## config.mk

```make
export PLATFORM = sky130hd
export DESIGN_NAME = regvec_interp_flat
export DESIGN_NICKNAME = d
export VERILOG_FILES = /design/src/rtl/regvec_pkg.sv /design/src/rtl/regvec_interp_if.sv /design/src/rtl/regvec_alu.sv /design/src/rtl/regvec_interp.sv /design/src/flat_wrapper.sv
export SDC_FILE = /design/constraint.sdc
export NUM_CORES = 1
export LEC_CHECK = 0
export BUFFER_PORTS_ARGS = -buffer_cell sky130_fd_sc_hd__buf_2
export CAP_MARGIN = 20
export CORE_UTILIZATION = 55
export DETAILED_ROUTE_END_ITERATION = 10
export PLACE_DENSITY = 0.81
export SETUP_SLACK_MARGIN = 0.5
export SLEW_MARGIN = 5
export SYNTH_ARGS = -nofsm -noshare
export SYNTH_HDL_FRONTEND = slang
export SYNTH_SLANG_ARGS = --single-unit
```

## constraint.sdc

```tcl
create_clock -name clk -period 22.5 [get_ports clk]
set_input_delay 2.25 -clock clk [delete_from_list [all_inputs] [get_ports clk]]
set_output_delay 2.25 -clock clk [all_outputs]
set_load 0.05 [all_outputs]
```

## src/rtl/regvec_pkg.sv

```systemverilog
`default_nettype none
// ============================================================================
// Module   : regvec_pkg
// Purpose  : Opcodes, field-width functions and instruction-field extraction
//            helpers shared by the register-vector interpreter.
// Revision : 1.0
// ============================================================================
package regvec_pkg;

    typedef enum logic [3:0] {
        OP_NOP  = 4'd0,
        OP_MOV  = 4'd1,
        OP_AND  = 4'd2,
        OP_OR   = 4'd3,
        OP_XOR  = 4'd4,
        OP_LNOT = 4'd5,
        OP_BNOT = 4'd6,
        OP_ADD  = 4'd7,
        OP_SUB  = 4'd8,
        OP_MUL  = 4'd9
    } op_e;

    // Widest instruction word the helpers accept; callers zero-extend into it.
    localparam int MAX_IW = 32;

    function automatic int ri_width(input int nreg);
        return $clog2(nreg);
    endfunction

    function automatic int iw_width(input int nreg);
        return 4 + ri_width(nreg) + 2 * (ri_width(nreg) + 1);
    endfunction

    function automatic logic [3:0] instr_op(input logic [MAX_IW-1:0] instr, input int nreg);
        return 4'(instr >> (iw_width(nreg) - 4));
    endfunction

    function automatic logic [7:0] instr_dst(input logic [MAX_IW-1:0] instr, input int nreg);
        return 8'(instr >> (2 * (ri_width(nreg) + 1))) & 8'((1 << ri_width(nreg)) - 1);
    endfunction

    function automatic logic [7:0] instr_sa(input logic [MAX_IW-1:0] instr, input int nreg);
        return 8'(instr >> (ri_width(nreg) + 1)) & 8'((1 << (ri_width(nreg) + 1)) - 1);
    endfunction

    function automatic logic [7:0] instr_sb(input logic [MAX_IW-1:0] instr, input int nreg);
        return 8'(instr) & 8'((1 << (ri_width(nreg) + 1)) - 1);
    endfunction

endpackage
`default_nettype wire

```

## src/rtl/regvec_interp_if.sv

```systemverilog
`default_nettype none
// ============================================================================
// Module   : regvec_interp_if
// Purpose  : Program-load, input-vector and result handshake bundle.
// Revision : 1.0
// ============================================================================
interface regvec_interp_if #(
    parameter int W          = 16,
    parameter int NREG       = 4,
    parameter int PROG_DEPTH = 16
);
    import regvec_pkg::*;

    localparam int AW = $clog2(PROG_DEPTH);
    localparam int IW = iw_width(NREG);

    logic                prog_we;
    logic [AW-1:0]       prog_addr;
    logic [IW-1:0]       prog_wdata;
    logic [AW:0]         prog_len;
    logic                in_valid;
    logic                in_ready;
    logic [NREG*W-1:0]   in_data;
    logic                out_valid;
    logic                out_ready;
    logic [NREG*W-1:0]   out_data;
    logic                busy;

    modport master (
        output prog_we, prog_addr, prog_wdata, prog_len,
        output in_valid, in_data, out_ready,
        input  in_ready, out_valid, out_data, busy
    );

    modport slave (
        input  prog_we, prog_addr, prog_wdata, prog_len,
        input  in_valid, in_data, out_ready,
        output in_ready, out_valid, out_data, busy
    );

endinterface
`default_nettype wire

```

## src/rtl/regvec_alu.sv

```systemverilog
`default_nettype none
// ============================================================================
// Module   : regvec_alu
// Purpose  : Combinational W-bit operation unit for the interpreter.
// Revision : 1.0
// ============================================================================
module regvec_alu
    import regvec_pkg::*;
#(
    parameter int W = 16
) (
    input  logic [3:0]   op,
    input  logic [W-1:0] a,
    input  logic [W-1:0] b,
    output logic [W-1:0] y
);

    always_comb begin
        y = '0;
        case (op_e'(op))
            OP_MOV:  y = a;
            OP_AND:  y = a & b;
            OP_OR:   y = a | b;
            OP_XOR:  y = a ^ b;
            OP_LNOT: y = {{(W-1){1'b0}}, (a == '0)};
            OP_BNOT: y = ~a;
            OP_ADD:  y = a + b;
            OP_SUB:  y = a - b;
            OP_MUL:  y = a * b;
            default: y = '0;
        endcase
    end

endmodule
`default_nettype wire

```

## src/rtl/regvec_interp.sv

```systemverilog
`default_nettype none
// ============================================================================
// Module   : regvec_interp
// Purpose  : Programmable straight-line register-transfer interpreter over an
//            NREG-entry register file; one instruction per cycle.
// Revision : 1.0
// ============================================================================
module regvec_interp
    import regvec_pkg::*;
#(
    parameter int W          = 16,
    parameter int NREG       = 4,
    parameter int PROG_DEPTH = 16
) (
    input  logic           clk,
    input  logic           rst,
    regvec_interp_if.slave bus
);

    localparam int IW = iw_width(NREG);
    localparam int AW = $clog2(PROG_DEPTH);
    localparam int LW = AW + 1;

    typedef enum logic [1:0] {
        S_IDLE = 2'd0,
        S_RUN  = 2'd1,
        S_DONE = 2'd2
    } state_e;

    state_e              r_state;
    state_e              w_next;
    logic [W-1:0]        r_regs [NREG];
    logic [W-1:0]        r_inc  [NREG];
    logic [IW-1:0]       r_imem [PROG_DEPTH];
    logic [AW-1:0]       r_pc;
    logic [LW-1:0]       r_len;

    logic                w_accept;
    logic                w_last;
    logic                w_wr_en;
    logic [LW-1:0]       w_len_clamped;
    logic [MAX_IW-1:0]   w_instr;
    logic [3:0]          w_op;
    logic [7:0]          w_dst;
    logic [7:0]          w_sa;
    logic [7:0]          w_sb;
    logic [W-1:0]        w_a;
    logic [W-1:0]        w_b;
    logic [W-1:0]        w_alu;

    assign w_accept      = bus.in_valid && (r_state == S_IDLE);
    assign w_len_clamped = (bus.prog_len > LW'(PROG_DEPTH)) ? LW'(PROG_DEPTH) : bus.prog_len;
    assign w_last        = ({1'b0, r_pc} == (r_len - LW'(1)));

    assign w_instr = {{(MAX_IW-IW){1'b0}}, r_imem[r_pc]};
    assign w_op    = instr_op(w_instr, NREG);
    assign w_dst   = instr_dst(w_instr, NREG);
    assign w_sa    = instr_sa(w_instr, NREG);
    assign w_sb    = instr_sb(w_instr, NREG);
    assign w_wr_en = (w_op != OP_NOP) && (w_op <= OP_MUL);

    // Indices below NREG read the live register file, the rest read the
    // input copies latched at accept.
    always_comb begin
        w_a = '0;
        w_b = '0;
        for (int k = 0; k < NREG; k++) begin
            if (w_sa == 8'(k))        w_a = r_regs[k];
            if (w_sa == 8'(k + NREG)) w_a = r_inc[k];
            if (w_sb == 8'(k))        w_b = r_regs[k];
            if (w_sb == 8'(k + NREG)) w_b = r_inc[k];
        end
    end

    regvec_alu #(.W(W)) u_alu (
        .op (w_op),
        .a  (w_a),
        .b  (w_b),
        .y  (w_alu)
    );

    always_ff @(posedge clk) begin
        if (rst) r_state <= S_IDLE;
        else     r_state <= w_next;
    end

    always_comb begin
        w_next = r_state;
        case (r_state)
            S_IDLE:  if (w_accept) w_next = (w_len_clamped == '0) ? S_DONE : S_RUN;
            S_RUN:   if (w_last) w_next = S_DONE;
            S_DONE:  if (bus.out_ready) w_next = S_IDLE;
            default: w_next = S_IDLE;
        endcase
    end

    // A write in the accept cycle lands before the first fetch, so it is
    // visible to the program being started.
    always_ff @(posedge clk) begin
        if (rst) begin
            for (int i = 0; i < PROG_DEPTH; i++) r_imem[i] <= '0;
        end else if (r_state == S_IDLE && bus.prog_we) begin
            r_imem[bus.prog_addr] <= bus.prog_wdata;
        end
    end

    always_ff @(posedge clk) begin
        if (rst) begin
            r_pc  <= '0;
            r_len <= '0;
            for (int i = 0; i < NREG; i++) begin
                r_regs[i] <= '0;
                r_inc[i]  <= '0;
            end
        end else if (w_accept) begin
            r_pc  <= '0;
            r_len <= w_len_clamped;
            for (int i = 0; i < NREG; i++) begin
                r_regs[i] <= bus.in_data[i*W +: W];
                r_inc[i]  <= bus.in_data[i*W +: W];
            end
        end else if (r_state == S_RUN) begin
            r_pc <= r_pc + AW'(1);
            for (int i = 0; i < NREG; i++) begin
                if (w_wr_en && (w_dst == 8'(i))) r_regs[i] <= w_alu;
            end
        end
    end

    generate
        for (genvar gi = 0; gi < NREG; gi++) begin : g_out
            assign bus.out_data[gi*W +: W] = r_regs[gi];
        end
    endgenerate

    assign bus.in_ready  = (r_state == S_IDLE) && !rst;
    assign bus.out_valid = (r_state == S_DONE) && !rst;
    assign bus.busy      = ((r_state == S_RUN) || (r_state == S_DONE)) && !rst;

endmodule
`default_nettype wire

```

## src/flat_wrapper.sv

```systemverilog
// flat-port wrapper written by rule: the top's interface ports become plain ports
module regvec_interp_flat import regvec_pkg::*;
#(
    parameter int W          = 16,
    parameter int NREG       = 4,
    parameter int PROG_DEPTH = 16
)
  (clk, rst, bus_prog_we, bus_prog_addr, bus_prog_wdata, bus_prog_len, bus_in_valid, bus_in_data, bus_out_ready, bus_in_ready, bus_out_valid, bus_out_data, bus_busy);
  regvec_interp_if #(.W(W), .NREG(NREG), .PROG_DEPTH(PROG_DEPTH)) bus_i ();
  input  logic clk;
  input  logic rst;
  input wire logic [$bits(bus_i.prog_we)-1:0] bus_prog_we;
  input wire logic [$bits(bus_i.prog_addr)-1:0] bus_prog_addr;
  input wire logic [$bits(bus_i.prog_wdata)-1:0] bus_prog_wdata;
  input wire logic [$bits(bus_i.prog_len)-1:0] bus_prog_len;
  input wire logic [$bits(bus_i.in_valid)-1:0] bus_in_valid;
  input wire logic [$bits(bus_i.in_data)-1:0] bus_in_data;
  input wire logic [$bits(bus_i.out_ready)-1:0] bus_out_ready;
  output wire logic [$bits(bus_i.in_ready)-1:0] bus_in_ready;
  output wire logic [$bits(bus_i.out_valid)-1:0] bus_out_valid;
  output wire logic [$bits(bus_i.out_data)-1:0] bus_out_data;
  output wire logic [$bits(bus_i.busy)-1:0] bus_busy;
  assign bus_i.prog_we = bus_prog_we;
  assign bus_i.prog_addr = bus_prog_addr;
  assign bus_i.prog_wdata = bus_prog_wdata;
  assign bus_i.prog_len = bus_prog_len;
  assign bus_i.in_valid = bus_in_valid;
  assign bus_i.in_data = bus_in_data;
  assign bus_i.out_ready = bus_out_ready;
  assign bus_in_ready = bus_i.in_ready;
  assign bus_out_valid = bus_i.out_valid;
  assign bus_out_data = bus_i.out_data;
  assign bus_busy = bus_i.busy;
  regvec_interp #(.W(W), .NREG(NREG), .PROG_DEPTH(PROG_DEPTH)) u_core (.clk(clk), .rst(rst), .bus(bus_i));
endmodule
```

==> run_results.csv <==
group,metric,value,unit
yosys,async_flop_share,0,%
yosys,synthesis.area,23100,um2
sta,finalMaxSlewViolations,0,
detailed_routing,wl,69900,um
floorplanning,die_area,42800,um2
yosys,synth_cell_types,84,
yosys,syn_avg_cell_area,10.9,um2
layout,fin_cells,2786,
detailed_routing,postRouteAntennaNets,0,
floorplanning,core,41100,um2
setup_path,reg2reg_slack,11980,ps
layout,drive_gt1_share,16.6,%
setup_path,critPathMaxStageDelay,930,ps
place,dp_hpwl,49200,um
sta,rsz0062_at_grt,"false",
setup_path,slowest_stage,"dfxtp_2",
clock_network,cts_buffers,34,
yosys,ys_ff_latch,335,
yosys,synthCells,2123,
layout,design_area,25300,um2
global_route,antenna_found_initial,8,
min_path,min_path_type,"reg2reg",
setup_path,required,22750,ps
sta,max_freq,0.0950,GHz
min_path,hold_end,"u_core.r_state[0]",
setup_path,crit_type,"reg2reg",
layout,fin_nets,2503,
detailed_routing,drtIter0Drc,2354,
yosys,synth_top_area_share,41.6,%
sta,slew_headroom,24.4,%
min_path,hp-start,"u_core.r_state[0]",
clock_network,htreeDepth,2,
global_route,track_usage,32.9,%
detailed_routing,viasPerCell,6.39,
yosys,ys_top_cells_by_area,"edfxtp_1, fa_1, ha_1",
setup_path,crit_top_cell,"inv_1",
floorplanning,pin_count,157,
min_path,min_path_cells,2,
sta,final.setup.worst_slack,11980,ps
setup_path,r2r_end,"u_core.r_regs[2][15]",
sta,fin_setup_tns,0,ps
place,pre_cts_ws,12250,ps
yosys,netlist.top_cell.by_area,"edfxtp_1",
clock_network,root_buffer,"clkbuf_16",
clock_network,cts_buffer_depth,3,
yosys,ys_seq_area_share,42.9,%
floorplanning,initial_core_util,56.2,%
detailed_routing,num_vias,17800,
place,port_buffers,156,
global_route,grt-ovfl-total,0,
detailed_routing,first_pass_iters,9,
sta,setup_viol_count_final,0,
yosys,syn-num-nets,2395,
sta,finClkSkew,25.7,ps
yosys,synth_edf_count,320,
floorplanning,die_w,207,um
layout,final_common_cell,"edfxtp_1",
clock_network,cts_hold_buf,0,
sta,min_period,10520,ps
global_route,grt_max_degree,69,
clock_network,cts_tree,"built",
job,cap_violations,0,
global_route,grt_pass1_wl,104000,um
layout,syn_to_final_growth,9.68,%
setup_path,cp-end-kind,"flop",
clock_network,path_clk_slew,60,ps
setup_path,rr_worst_depth,34,
place,post-place-cells,2727,
layout,final_cell_mix,"edfxtp_1, nand2_1, and2_1, inv_1, buf_2",
floorplanning,core.rowCount,74,
global_route,grt_pass1_vias,17400,
place,gp_congestion,1.01,
place,dpl_cell_area,24300,um2
sta,worstMarginPinSlew,1130,ps
detailed_routing,wl_per_cell,25.1,um
floorplanning,chipHeight,207,um
sta,timing.final.crit_share,46.8,%
sta,hold_viol_final,0,
detailed_routing,drc,2,
status,status,"finished, violations left",
clock_network,postCtsSetupRepairBufs,0,
clock_network,cts_resized,0,
setup_path,worstPathMaxFanout,42,
yosys,dominantRegCellSynth,"edfxtp_1",
yosys,synth_warnings,0,
clock_network,clkLatencyLatePin,530,ps
status,failed_checks,"design-rule violations",
setup_path,arrival,10770,ps
clock_network,cts.sinks,335,
setup_path,start_kind,"flop",
==> critical path, delay by kind of cell (launching register included) <==
family	cells	cell delay, ps
AOI/OAI and AO/OA	11	2880
xor gates and xnor gates	2	610
adders and majority gates	8	2830
buffers and inverters	7	590
DFF	1	930
muxes	1	590
and+or+nand+nor	5	1770
==> cells in the mapped netlist (8+ instances only) <==
| cell type | number |
|---|---|
| o21bai_1 | 34 |
| edfxtp_1 | 320 |
| nor2b_1 | 16 |
| nor3_1 | 19 |
| nor2_1 | 157 |
| fa_1 | 81 |
| xor2_1 | 11 |
| or2_2 | 18 |
| mux2i_1 | 111 |
| ha_1 | 101 |
| dfxtp_1 | 15 |
| clkinv_1 | 10 |
| mux4_2 | 46 |
| and2_1 | 199 |
| inv_1 | 165 |
| nand2b_1 | 11 |
| nand3_1 | 11 |
| a22oi_1 | 13 |
| buf_6 | 9 |
| a21o_1 | 10 |
| buf_4 | 11 |
| nand2_1 | 202 |
| a211oi_1 | 13 |
| buf_2 | 26 |
| o22ai_1 | 11 |
| a221oi_1 | 8 |
| o21ai_0 | 64 |
| clkbuf_1 | 79 |
| xnor2_1 | 54 |
| a21oi_1 | 66 |
| a31oi_1 | 13 |
| nand4_1 | 9 |
| mux2_2 | 26 |
| and3_1 | 71 |
==> how the worst max path moves through the flow <==
| stage | startpoint | to | slack [ps] | cells after the start |
|---|---|---|---|---|
| 6_report | flop | u_core.r_regs[2][15] | 11980 | 34 |
| 5_1_grt | flop | u_core.r_regs[2][15] | 11630 | 34 |
| 4_1_cts | flop | u_core.r_regs[2][15] | 12200 | 34 |
| 3_5_place_dp | flop | u_core.r_regs[2][15] | 12250 | 34 |
| 3_3_place_gp | flop | u_core.r_regs[1][15] | 12630 | 34 |
| 2_1_floorplan | flop | u_core.r_regs[1][15] | 14140 | 39 |
==> sequential cells by signal (all words and copies together), names as in the netlist, named ones only <==
signal and cells:
u_core.r_len 5, u_core.r_state 2, u_core.r_pc 4, u_core.r_regs 64, u_core.r_inc 64, u_core.r_imem 192
==> cell type report <==
type | instances | area (um2)
Tap cell | 532 | 666
Inverter | 177 | 664
Sequential cell | 335 | 9910
Multi-Input combinational cell | 1485 | 11900
Clock buffer | 41 | 898
Fill cell | 3308 | 15800
Timing Repair Buffer | 198 | 1100
Antenna cell | 1 | 2.50
Clock inverter | 17 | 156
==> layer usage <==
metal	track usage (%)	share of wire [%]	up-vias
met3	8.51	13	222
li1	-	-	7688
met4	12.5	3.7	10
met5	0	0.082	-
met1	45.1	38	8620
met2	50.2	45	1262
==> per-stage QoR <==
stage,hold WS [ps],utilization [%]
floorplan,449,-
global placement,459,59.0
detailed placement,477,59.0
CTS,484,61.6
global route,507,61.6
finish,480,61.6
==> cells by family after synthesis <==
logic type | count (synthesis) | synth area share (%)
simple gates | 734 | 16.0
flops | 335 | 42.9
compound gates | 316 | 9.70
buf+inv | 303 | 5.54
fa+ha+maj | 184 | 12.6
mux | 183 | 10.6
xor+xnor | 68 | 2.73
Power is not shown: default switching activity piles up to over one toggle a cycle in this logic, so the estimate is an artifact.
